--- src/rtl/stopwatch_ctrl_if.sv ---
// Button/tick inputs and counter/display control outputs of the stopwatch sequencer.
interface stopwatch_ctrl_if;
  logic       btn_run;
  logic       btn_lap;
  logic       tick;
  logic       count_en;
  logic       count_clr;
  logic       lap_hold;
  logic [1:0] state;

  modport master (
    output btn_run, btn_lap, tick,
    input  count_en, count_clr, lap_hold, state
  );

  modport slave (
    input  btn_run, btn_lap, tick,
    output count_en, count_clr, lap_hold, state
  );
endinterface

--- src/rtl/stopwatch_ctrl.sv ---
// Stopwatch start/pause/lap/clear sequencer with short/long btn_run press classification.
// Optional lap function is built only when STOPWATCH_LAP_EN is defined.
module stopwatch_ctrl #(
  parameter int unsigned LONG_CYCLES = 4,
  parameter int unsigned CNT_W       = 8
) (
  input  logic             clk,
  input  logic             rst_n,
  stopwatch_ctrl_if.slave  bus
);

  localparam logic [CNT_W-1:0] LONG_MAX = CNT_W'(LONG_CYCLES);
  localparam logic [CNT_W-1:0] LONG_M1  = CNT_W'(LONG_CYCLES - 1);

  typedef enum logic [1:0] {
    IDLE  = 2'b00,
    RUN   = 2'b01,
    PAUSE = 2'b10,
    LAP   = 2'b11
  } state_t;

  state_t           state_q, state_nxt;
  logic [CNT_W-1:0] hold_cnt;
  logic             count_clr_q, clr_nxt;
  logic             lap_hold_q, lap_hold_nxt;
  logic             long_ev, short_ev, lap_ev;

  // Hold counter saturates at LONG_CYCLES so a long press yields exactly one event
  assign long_ev  = bus.btn_run & (hold_cnt == LONG_M1);
  assign short_ev = ~bus.btn_run & (hold_cnt != '0) & (hold_cnt < LONG_MAX);

  always_ff @(posedge clk or negedge rst_n) begin
    if (!rst_n) begin
      hold_cnt <= '0;
    end else if (bus.btn_run) begin
      if (hold_cnt != LONG_MAX) hold_cnt <= hold_cnt + CNT_W'(1);
    end else begin
      hold_cnt <= '0;
    end
  end

`ifdef STOPWATCH_LAP_EN
  logic lap_prev;

  always_ff @(posedge clk or negedge rst_n) begin
    if (!rst_n) lap_prev <= 1'b0;
    else        lap_prev <= bus.btn_lap;
  end

  assign lap_ev = bus.btn_lap & ~lap_prev;
`else
  logic unused_lap;
  assign unused_lap = bus.btn_lap;
  assign lap_ev     = 1'b0;
`endif

  // State and registered outputs
  always_ff @(posedge clk or negedge rst_n) begin
    if (!rst_n) begin
      state_q     <= IDLE;
      count_clr_q <= 1'b0;
      lap_hold_q  <= 1'b0;
    end else begin
      state_q     <= state_nxt;
      count_clr_q <= clr_nxt;
      lap_hold_q  <= lap_hold_nxt;
    end
  end

  // Button events override a coincident lap edge, which is then dropped
  always_comb begin
    state_nxt    = state_q;
    clr_nxt      = 1'b0;
    lap_hold_nxt = 1'b0;
    if (long_ev) begin
      state_nxt = IDLE;
      clr_nxt   = 1'b1;
    end else if (short_ev) begin
      case (state_q)
        IDLE, PAUSE: state_nxt = RUN;
        RUN, LAP:    state_nxt = PAUSE;
        default:     state_nxt = IDLE;
      endcase
    end else if (lap_ev) begin
      case (state_q)
        RUN:     state_nxt = LAP;
        LAP:     state_nxt = RUN;
        default: state_nxt = state_q;
      endcase
    end
`ifdef STOPWATCH_LAP_EN
    lap_hold_nxt = (state_nxt == LAP);
`endif
  end

  assign bus.state     = state_q;
  assign bus.count_clr = count_clr_q;
  assign bus.lap_hold  = lap_hold_q;
  assign bus.count_en  = bus.tick & ~count_clr_q & ((state_q == RUN) | (state_q == LAP));

endmodule

--- src/flat_wrapper.sv ---
// flat-port wrapper written by rule: the top's interface ports become plain ports
module stopwatch_ctrl_flat 
#(
  parameter int unsigned LONG_CYCLES = 4,
  parameter int unsigned CNT_W       = 8
)
  (clk, rst_n, bus_btn_run, bus_btn_lap, bus_tick, bus_count_en, bus_count_clr, bus_lap_hold, bus_state);
  stopwatch_ctrl_if bus_i ();
  input  logic clk;
  input  logic rst_n;
  input wire logic [$bits(bus_i.btn_run)-1:0] bus_btn_run;
  input wire logic [$bits(bus_i.btn_lap)-1:0] bus_btn_lap;
  input wire logic [$bits(bus_i.tick)-1:0] bus_tick;
  output wire logic [$bits(bus_i.count_en)-1:0] bus_count_en;
  output wire logic [$bits(bus_i.count_clr)-1:0] bus_count_clr;
  output wire logic [$bits(bus_i.lap_hold)-1:0] bus_lap_hold;
  output wire logic [$bits(bus_i.state)-1:0] bus_state;
  assign bus_i.btn_run = bus_btn_run;
  assign bus_i.btn_lap = bus_btn_lap;
  assign bus_i.tick = bus_tick;
  assign bus_count_en = bus_i.count_en;
  assign bus_count_clr = bus_i.count_clr;
  assign bus_lap_hold = bus_i.lap_hold;
  assign bus_state = bus_i.state;
  stopwatch_ctrl #(.LONG_CYCLES(LONG_CYCLES), .CNT_W(CNT_W)) u_core (.clk(clk), .rst_n(rst_n), .bus(bus_i));
endmodule
--- config.mk ---
export PLATFORM = sky130hd
export DESIGN_NAME = stopwatch_ctrl_flat
export DESIGN_NICKNAME = d
export VERILOG_FILES = /design/src/rtl/stopwatch_ctrl_if.sv /design/src/rtl/stopwatch_ctrl.sv /design/src/flat_wrapper.sv
export SDC_FILE = /design/constraint.sdc
export NUM_CORES = 1
export LEC_CHECK = 0
export BUFFER_PORTS_ARGS = -buffer_cell sky130_fd_sc_hd__buf_2
export CORE_AREA = 2 2 39 41
export CTS_BUF_LIST = sky130_fd_sc_hd__clkbuf_8
export DETAILED_ROUTE_END_ITERATION = 8
export DIE_AREA = 0 0 41 43
export HOLD_SLACK_MARGIN = 0.15
export PLACE_DENSITY_LB_ADDON = 0.15
export SYNTH_ARGS = -nofsm -noshare
export SYNTH_HDL_FRONTEND = slang
export SYNTH_SLANG_ARGS = --single-unit
--- constraint.sdc ---
create_clock -name clk -period 1.7 [get_ports clk]
set_input_delay 0.085 -clock clk [delete_from_list [all_inputs] [get_ports clk]]
set_output_delay 0.085 -clock clk [all_outputs]
set_load 0.005 [all_outputs]
Word level (Yosys, flattened, before mapping) --
Index checks and enable logic that the tools add are counted.
Word-level totals: register bits after elaboration 11, latch bits 0, bits in writable memories 0, ROM bits 0, input port bits 5, output and inout port bits 5, logic and storage cells 30, memories 0
Cells by class: add/sub/neg operators 1, $mul 0, div/mod/pow operators 0, order comparisons 1, equality and inequality tests 6, shift-type cells 0, multiplexer cells 6, bitwise logic cells 8, reduce and logical (&&, ||, !) cells 5
Operators with widths (number):
- $mux W8 | 2
- $add A8 B1 Y8 const B | 1
- $eq A8 B2 Y1 const B | 1
- $lt A8 B3 Y1 const B | 1
- $ne A8 B3 Y1 const B | 1
- $reduce_bool A8 Y1 | 1
- $and A1 B1 Y1 | 5
- $eq A2 B2 Y1 const B | 2
- $mux W2 | 2
- $pmux W2 S2 | 1
- $reduce_or A2 Y1 | 2
- $eq A2 B1 Y1 const B | 1
- $logic_not A2 Y1 | 1
- $ne A2 B1 Y1 const B | 1
- $not A1 Y1 | 2
- $reduce_bool A2 Y1 | 1
- $mux W1 | 1
- $or A1 B1 Y1 | 1

Logic depth before layout (Yosys ltp) --
Gate-level depths: netlist of the first run.
depth in word-level cells 5, depth in mapped cells 4, depth with buffers taken out 4

Least setup slack after synthesis of the first run --
OpenSTA, ideal clock, no wires.
path kind reg2reg, start point register u_core.hold_cnt[4], end point register u_core.state_q[0] (netlist: u_core.bus.state[0]), library setup time 0.126 ns, arrival 1.392 ns, required time 1.574 ns, slack 0.182 ns, cell stages (with the launch flop) 4, buffers on the path 0, clock period less this slack 1.518 ns, cell sequence dfrtp_1 > or3_1 > a211o_1 > a221o_1
On the way: word-level cells in the longest chain between the ends 4, elaborated cells on any way between the ends 8, those cells by class order compare: 1; eq/ne: 1; mux: 1; bitwise: 3; reduce/logical: 2
RTL lines:
- start: declaration | RTL line stopwatch_ctrl.sv:23 | logic [CNT_W-1:0] hold_cnt;
- start signal: assignment | RTL line stopwatch_ctrl.sv:36 | if (hold_cnt != LONG_MAX) hold_cnt <= hold_cnt + CNT_W'(1);
- branches (longest 4 deep; another with $lt A8 B3 Y1)
- end signal: assignment | RTL line stopwatch_ctrl.sv:64 | state_q <= state_nxt;
- end: declaration | RTL line stopwatch_ctrl.sv:22 | state_t state_q, state_nxt;
Parallel ways; which one is timed is not known. A chain may end at the register's enable or synchronous reset.

Final worst setup path of the first run --
start point register u_core.hold_cnt[5], end point register u_core.state_q[0] (netlist: u_core.bus.state[0])
The elaborated chain is that of the path after synthesis.

==> out/metrics.yaml, run 1 <==
status:
  run_status: "finished clean"
worst_setup_path:
  crit_path_max_fanout: 5
  critPathKind: "flop to flop"
  timing.critical_path.required_ns: 1.82
  startpoint_class_of_the_critical_path: "flop"
  endpoint_kind: "flop"
  worst-endpoint-arrival_ns: 1.66
synthesis:
  syn_nets: 71
  synth_top_flop_cell: "sky130_fd_sc_hd__dfrtp_1"
  yosysWarningCount: 0
  edff_count_synth: 0
  mappedNetlistArea_sq_um: 613
  ys_async_sr_fraction_pct: 100
  ys_seq_elements: 11
  syn_area_per_cell_sq_um: 9.58
  distinct_cell_type_count_after_synthesis: 25
  synth.yosys.seq_area_share_pct: 44.9
  synthCells: 64
grt:
  grt_pass1_vias: 488
  grt_util_all_layers_pct: 18.2
  largest_net_degree_at_the_start_of_global_routing: 18
  grt_pass1_wl_mm: 2.13
  grt_antenna_before_repair: 0
  overflow: 0
clocking:
  ctsLongestPathBuffers: 2
  cts-buffers-inserted: 3
  cts_sinks: 11
  htree_num_levels: 1
  clock-root-buffer: "sky130_fd_sc_hd__clkbuf_8"
  clock_tree_from_tritoncts: "yes"
  clk_pin_slew_ns: 0.05
  cts_post_setup_buffers_inserted: 0
  clock_insertion_delay_worst_skew_ns: 0.24
power_and_ir_drop:
  max-vdd-ir-drop_uv: 460
  switching_power_mw: 0.200
  total_power_mw: 0.741
  power.density_nw_per_um2: 978
  leak_pwr_nw: 0.371
  p_int_mw: 0.541
  power_frac_clock_pct: 35.3
  seqPwrFrac_pct: 43.2
  power_frac_comb_pct: 21.5
  switching_share_pct: 27.0
cells_and_area:
  layoutNonFillerInstCount: 96
  ratio_of_cells_with_drive_above_1_in_the_final_layout_pct: 21.3
  syn2layout_area_growth_pct: 23.7
  antenna_diode_count: 0
  most_common_library_cell_in_the_layout_ignoring_fill_and_taps: "sky130_fd_sc_hd__dfrtp_1"
  most_frequent_cells_in_the_layout: "11 x sky130_fd_sc_hd__dfrtp_1, 7 x sky130_fd_sc_hd__buf_2, 6 x sky130_fd_sc_hd__nand2_1, 6 x sky130_fd_sc_hd__buf_4"
  design.final.nets: 88
floorplanning:
  die_w_microns: 41
  ioPinCount: 10
  row_count: 14
  design.die.area_sq_um: 1760
  floorplan.initialDensity_pct: 44.3
  chipHeight_microns: 43
  coreArea_sq_um: 1380
sta:
  worst_clock_skew_on_the_final_layout_ns: 0.00194
  hold_worst_slack_ns: 0.221
  worst_slack_ns: 0.157
  layout_worst_path_cycle_share_pct: 90.8
  setup_viol: 0
  setup_total_negative_slack_ns: 0
  total_count_of_hold_check_failures_in_the_final_report: 0
  period_minus_slack_ns: 1.54
  achievable-frequency_ghz: 0.648
  final-max-slew-violation-count: 0
  rsz0062_at_grt: "no"
routing:
  detail_route.drc_violations: 0
  firstDrtPassIters: 4
  routed_wirelength_mm: 1.25
  route.detailed.wl_per_inst_microns: 13.0
  dr.first_iter.drc_count: 11
  num_vias: 525
  drtAntennaViolNets: 0
  routed_via_density: 5.47
worst_hold_path:
  hold_class: "input pin to flop"
place:
  placement.setup.worst_slack_ns: 0.168
  post-place-cells: 91
  port_buffers: 7
  dpl.hpwl_microns: 927
  gp_congestion: 0.831
flow_run:
  max_cap_violations: 0
## power groups by stage
stage                     clock network [mW]  logic (mW)  registers (mW)
after global routing                   0.288       0.184           0.327
after global placement                     0       0.159           0.325
after CTS                              0.270       0.162           0.321
after detailed placement                   0       0.160           0.326
after floorplan                            0      0.0844           0.331
final                                  0.262       0.160           0.320
## repair_timing
action                                 4_1_cts  5_1_grt
hold buffers                                 1        0
resized for setup                            0        0
endpoints found under the hold margin       11        0
## final timing paths
check,start,end,slack (ns),cells after the start
max,u_core.hold_cnt[5]$_DFFE_PN0P_,u_core.bus.state[0]$_DFFE_PN0P_,0.16,3
min,bus_btn_run,u_core.hold_cnt[1]$_DFFE_PN0P_,0.22,3
max reg2reg,u_core.hold_cnt[5]$_DFFE_PN0P_,u_core.bus.state[0]$_DFFE_PN0P_,0.16,3
min reg2reg,u_core.bus.state[1]$_DFFE_PN0P_,u_core.bus.state[1]$_DFFE_PN0P_,0.52,1
max in group asynchronous,rst_n,u_core.hold_cnt[3]$_DFFE_PN0P_,1.26,2
min in group asynchronous,rst_n,u_core.hold_cnt[4]$_DFFE_PN0P_,0.24,2
## routing by layer
layer	up-vias	track usage (%)	share of wire, %
met3	2	3.14	4.4
met1	248	23.3	44
met4	0	10.0	0.64
met2	13	27.5	51
met5	-	0	0
li1	262	-	-
## kinds of logic after synthesis
| group | Yosys count | synth area share (%) |
|---|---|---|
| XOR/XNOR | 1 | 1.43 |
| buffers and inverters | 5 | 3.67 |
| AND/OR/NAND/NOR | 29 | 26.7 |
| flip-flops | 11 | 44.9 |
| other | 1 | 0.612 |
| adder cells (fa/ha/maj) | 2 | 4.08 |
| AO/OA/AOI/OAI | 12 | 13.7 |
| multiplexers | 3 | 4.90 |
## final cells by class
class,count,area [sq um]
clock inverter,1,5.00
tap,16,20.0
clock buffer,3,41.3
timing repair buffer,14,90.1
multi-input combinational,48,315
sequential,11,275
fill,132,626
inverter,3,11.3
## stage by stage
step	instance area, sq um	util, %
floorplan	613	-
global placement	702	50.7
detailed placement	702	50.7
CTS	758	54.8
global route	758	54.8
finish	758	54.8
## synthesized netlist by cell type (2+ instances only)
library cell               count  area [sq um]
sky130_fd_sc_hd__nor2_1        2          7.51
sky130_fd_sc_hd__nor3_1        2          10.0
sky130_fd_sc_hd__inv_1         3          11.3
sky130_fd_sc_hd__nand3_1       5          25.0
sky130_fd_sc_hd__and3b_1       3          26.3
sky130_fd_sc_hd__a31oi_1       2          12.5
sky130_fd_sc_hd__nand2_1       6          22.5
sky130_fd_sc_hd__ha_1          2          25.0
sky130_fd_sc_hd__mux2i_1       3          30.0
sky130_fd_sc_hd__dfrtp_1      11           275
sky130_fd_sc_hd__a21boi_1      3          22.5
sky130_fd_sc_hd__a221o_1       2          20.0
sky130_fd_sc_hd__or3_1         5          31.3
sky130_fd_sc_hd__o21ai_0       4          20.0
## critical path, stage by stage, from the launching register on
cell                      delay [ns]
sky130_fd_sc_hd__dfrtp_1        0.41
sky130_fd_sc_hd__or3_1          0.37
sky130_fd_sc_hd__a211o_1        0.30
sky130_fd_sc_hd__a221o_1        0.35
## state kept, by name, indices dropped and copies added (netlist names)
register and flops:
u_core.bus.state 2, u_core.bus.count_clr 1, u_core.hold_cnt 8
Power figures use the tool's default switching activity.
==> run 2, diff against run 1 <==
--- a/config.mk
+++ b/config.mk
@@ -5,11 +5,11 @@
 export SDC_FILE = /design/constraint.sdc
 export NUM_CORES = 1
 export LEC_CHECK = 0
+export ABC_AREA = 1
 export BUFFER_PORTS_ARGS = -buffer_cell sky130_fd_sc_hd__buf_2
-export CORE_AREA = 2 2 39 41
+export CORE_UTILIZATION = 30
 export CTS_BUF_LIST = sky130_fd_sc_hd__clkbuf_8
 export DETAILED_ROUTE_END_ITERATION = 8
-export DIE_AREA = 0 0 41 43
 export HOLD_SLACK_MARGIN = 0.15
 export PLACE_DENSITY_LB_ADDON = 0.15
 export SYNTH_ARGS = -nofsm -noshare
==> run 2 against run 1 <==
  * Critical path depth rose by 4
  * Worst setup slack better by 0.21 ns
  * Power shrank 5.6%
  * Die area grew 26%
  * Cell count up 20%
  * Wire length shrank 9.4%
  * First-iteration DRC count decreased by 64%
  * Sequential share of layout area grew 2.0 points
  * Hold slack lost 0.054 ns
  * Synthesized area unchanged
  * Critical endpoint is now u_core.hold_cnt[0]$_DFFE_PN0P_
  * Highest routed layer unchanged
==> out/metrics.yaml, run 2 <==
status:
  run_status: "finished clean"  # unchanged
routing:
  routed_wirelength_mm: 1.13  # was 1.25 mm
  detail_route.drc_violations: 0  # unchanged
  route.detailed.wl_per_inst_microns: 9.86  # was 13.0 microns
  firstDrtPassIters: 4  # unchanged
  routed_via_density: 4.46  # was 5.47
  drtAntennaViolNets: 0  # unchanged
  num_vias: 513  # was 525
  dr.first_iter.drc_count: 4  # was 11
cells_and_area:
  sequential_cell_area_sq_um: 275  # unchanged
  ratio_of_cells_with_drive_above_1_in_the_final_layout_pct: 16.7  # was 21.3%
  most_common_library_cell_in_the_layout_ignoring_fill_and_taps: "sky130_fd_sc_hd__nand2_1"  # was sky130_fd_sc_hd__dfrtp_1
  final_core_util_pct: 39.5  # was 54.8%
  antenna_diode_count: 0  # unchanged
  design.final.nets: 98  # was 88
  num-fill-cells: 205  # was 132
  multi_input_logic_area_sq_um: 293  # was 315 sq um
  register_containing_the_most_flip_flops_in_the_final_layout: "u_core.hold_cnt"  # unchanged
  syn2layout_area_growth_pct: 17.3  # was 23.7%
  most_frequent_cells_in_the_layout: "18 x sky130_fd_sc_hd__nand2_1, 13 x sky130_fd_sc_hd__nor2_1, 11 x sky130_fd_sc_hd__dfrtp_1, 9 x sky130_fd_sc_hd__inv_1, 7 x sky130_fd_sc_hd__buf_2"  # was 11 x sky130_fd_sc_hd__dfrtp_1, 7 x sky130_fd_sc_hd__buf_2, 6 x sky130_fd_sc_hd__nand2_1, 6 x sky130_fd_sc_hd__buf_4
  largest_reg_flops: 8  # unchanged
power_and_ir_drop:
  power.density_nw_per_um2: 973  # was 978 nW/um^2
  max-vdd-ir-drop_uv: 528  # was 460 uV
  leak_pwr_nw: 0.374  # was 0.371 nW
  total_power_mw: 0.700  # was 0.741 mW
clocking:
  ctsLongestPathBuffers: 2  # unchanged
  cts_sinks: 11  # unchanged
  cts_post_setup_buffers_inserted: 0  # unchanged
  clock_insertion_delay_worst_skew_ns: 0.24  # about the same
  htree_num_levels: 1  # unchanged
  clock_tree_from_tritoncts: "yes"  # unchanged
  clock-root-buffer: "sky130_fd_sc_hd__clkbuf_8"  # unchanged
  cts-buffers-inserted: 3  # unchanged
  clk_pin_slew_ns: 0.05  # about the same
worst_setup_path:
  endpoint_kind: "flop"  # unchanged
  crit_path_max_fanout: 5  # unchanged
  worstRegToRegCells: 7  # was 3
  register_to_register_setup_slack_ns: 0.37  # was 0.16 ns
  timing.critical_path.required_ns: 1.83  # was 1.82 ns
  critPathKind: "flop to flop"  # unchanged
  startpoint_class_of_the_critical_path: "flop"  # unchanged
  worst-endpoint-arrival_ns: 1.46  # was 1.66 ns
grt:
  largest_net_degree_at_the_start_of_global_routing: 12  # was 18
  grt_pass1_vias: 448  # was 488
  overflow: 0  # unchanged
  grt_util_all_layers_pct: 13.6  # was 18.2%
  grt_pass1_wl_mm: 1.98  # was 2.13 mm
  grt_antenna_before_repair: 0  # unchanged
floorplanning:
  ioPinCount: 10  # unchanged
  die_w_microns: 47.2  # was 41 microns
  coreArea_sq_um: 1820  # was 1380 sq um
  floorplan.initialDensity_pct: 33.7  # was 44.3%
  chipHeight_microns: 47.2  # was 43 microns
  row_count: 15  # was 14
  design.die.area_sq_um: 2230  # was 1760 sq um
place:
  port_buffers: 7  # unchanged
  dpl.hpwl_microns: 851  # was 927 microns
  gp_congestion: 0.749  # was 0.831
  placement.setup.worst_slack_ns: 0.377  # was 0.168 ns
sta:
  rsz0062_at_grt: "no"  # unchanged
  layout_worst_path_cycle_share_pct: 78.1  # was 90.8%
  worst_clock_skew_on_the_final_layout_ns: 0.000463  # was 0.00194 ns
  achievable-frequency_ghz: 0.753  # was 0.648 GHz
  worst_slack_ns: 0.372  # was 0.157 ns
  setup_total_negative_slack_ns: 0  # unchanged
  period_minus_slack_ns: 1.33  # was 1.54 ns
  setup_viol: 0  # unchanged
  total_count_of_hold_check_failures_in_the_final_report: 0  # unchanged
  final-max-slew-violation-count: 0  # unchanged
synthesis:
  edff_count_synth: 0  # unchanged
  leading_cell_types_by_total_area_after_synthesis: "sky130_fd_sc_hd__dfrtp_1 45%, sky130_fd_sc_hd__nand2_1 11%, sky130_fd_sc_hd__nor2_1 8.0%"  # was sky130_fd_sc_hd__dfrtp_1 45%, sky130_fd_sc_hd__or3_1 5.1%, sky130_fd_sc_hd__mux2i_1 4.9%
  syn_area_per_cell_sq_um: 7.66  # was 9.58 sq um
  distinct_cell_type_count_after_synthesis: 18  # was 25
  synthCells: 80  # was 64
  synthMostInstantiatedCell: "sky130_fd_sc_hd__nand2_1"  # was sky130_fd_sc_hd__dfrtp_1
  syn_nets: 87  # was 71
  mappedNetlistArea_sq_um: 613  # unchanged
  post_synth_most_frequent_cells: "18 x sky130_fd_sc_hd__nand2_1, 13 x sky130_fd_sc_hd__nor2_1, 11 x sky130_fd_sc_hd__dfrtp_1"  # was 11 x sky130_fd_sc_hd__dfrtp_1, 6 x sky130_fd_sc_hd__nand2_1, 5 x sky130_fd_sc_hd__nand3_1, 5 x sky130_fd_sc_hd__or3_1, 4 x sky130_fd_sc_hd__o21ai_0
  ys_seq_elements: 11  # unchanged
  synth.yosys.seq_area_share_pct: 44.9  # unchanged
  yosysTopAreaCellShare_pct: 44.9  # unchanged
  synth_area_leader_cell: "sky130_fd_sc_hd__dfrtp_1"  # unchanged
  ys_async_sr_fraction_pct: 100  # unchanged
  yosysWarningCount: 0  # unchanged
  synth_top_flop_cell: "sky130_fd_sc_hd__dfrtp_1"  # unchanged
worst_hold_path:
  worst_hold_path_cell_count: 3  # unchanged
  hold_class: "input pin to flop"  # unchanged
flow_run:
  max_cap_violations: 0  # unchanged
[run 2: repair_timing]
item                                    in CTS  in global routing
gates resized for setup                      0                  0
hold buffers                                 1                  0
endpoints found under the setup margin       0                  0
endpoints found under the hold margin       11                  0
[run 2: cell type report]
class,instances,share of cell area [%]
well taps,25,4.35
inverters,8,4.17
flip-flops and latches,11,38.3
repair buffers,8,6.26
clock inverters,1,0.522
clock buffers,3,5.74
multi-input cells,59,40.7
[run 2: layer usage]
metal | global-route usage (%) | part of all wire, %
met5 | 0 | 0
met4 | 3.43 | 0.88
met3 | 6.92 | 5.3
met2 | 19.7 | 44
met1 | 17.8 | 50
[run 2: critical path, stage by stage (launching register included)]
cell                      delay (ns)
sky130_fd_sc_hd__dfrtp_1        0.42
sky130_fd_sc_hd__inv_1          0.11
sky130_fd_sc_hd__ha_1           0.21
sky130_fd_sc_hd__nand3_1        0.13
sky130_fd_sc_hd__nor2_4         0.18
sky130_fd_sc_hd__nand2_2        0.07
sky130_fd_sc_hd__nand2_1        0.06
sky130_fd_sc_hd__nand2_1        0.05
[run 2: worst paths after layout]
kind                                                 start                               to
max                         u_core.hold_cnt[0]$_DFFE_PN0P_   u_core.hold_cnt[0]$_DFFE_PN0P_
min                                            bus_btn_run   u_core.hold_cnt[7]$_DFFE_PN0P_
max reg2reg                 u_core.hold_cnt[0]$_DFFE_PN0P_   u_core.hold_cnt[0]$_DFFE_PN0P_
min reg2reg                u_core.bus.state[1]$_DFFE_PN0P_  u_core.bus.state[1]$_DFFE_PN0P_
max in group asynchronous                            rst_n   u_core.hold_cnt[0]$_DFFE_PN0P_
min in group asynchronous                            rst_n   u_core.hold_cnt[5]$_DFFE_PN0P_
[run 2: cells by family (layout without fill, tap and decap cells)]
kind of cell,Yosys count,after routing,synth area share [%]
simple gates,46,46,33.7
compound gates,10,10,9.39
other cells,1,1,0.612
flops,11,11,44.9
buf+inv,10,20,7.35
fa+ha+maj,2,2,4.08
[run 2: metrics by stage]
step / hold WS (ns) / area (sq um) / instances
2_1_floorplan: -0.211 / 613 / 80
3_3_place_gp: -0.0224 / 664 / 110
3_5_place_dp: -0.0245 / 664 / 110
4_1_cts: 0.165 / 719 / 115
5_1_grt: 0.191 / 719 / 115
6_report: 0.167 / 719 / 115
[run 2: power by group]
part | internal (mW) | total, mW | leakage [nW] | switching (mW)
clock | 0.158 | 0.255 | 0.0269 | 0.0965
combinational | 0.0559 | 0.125 | 0.199 | 0.0689
sequential | 0.293 | 0.320 | 0.148 | 0.0273
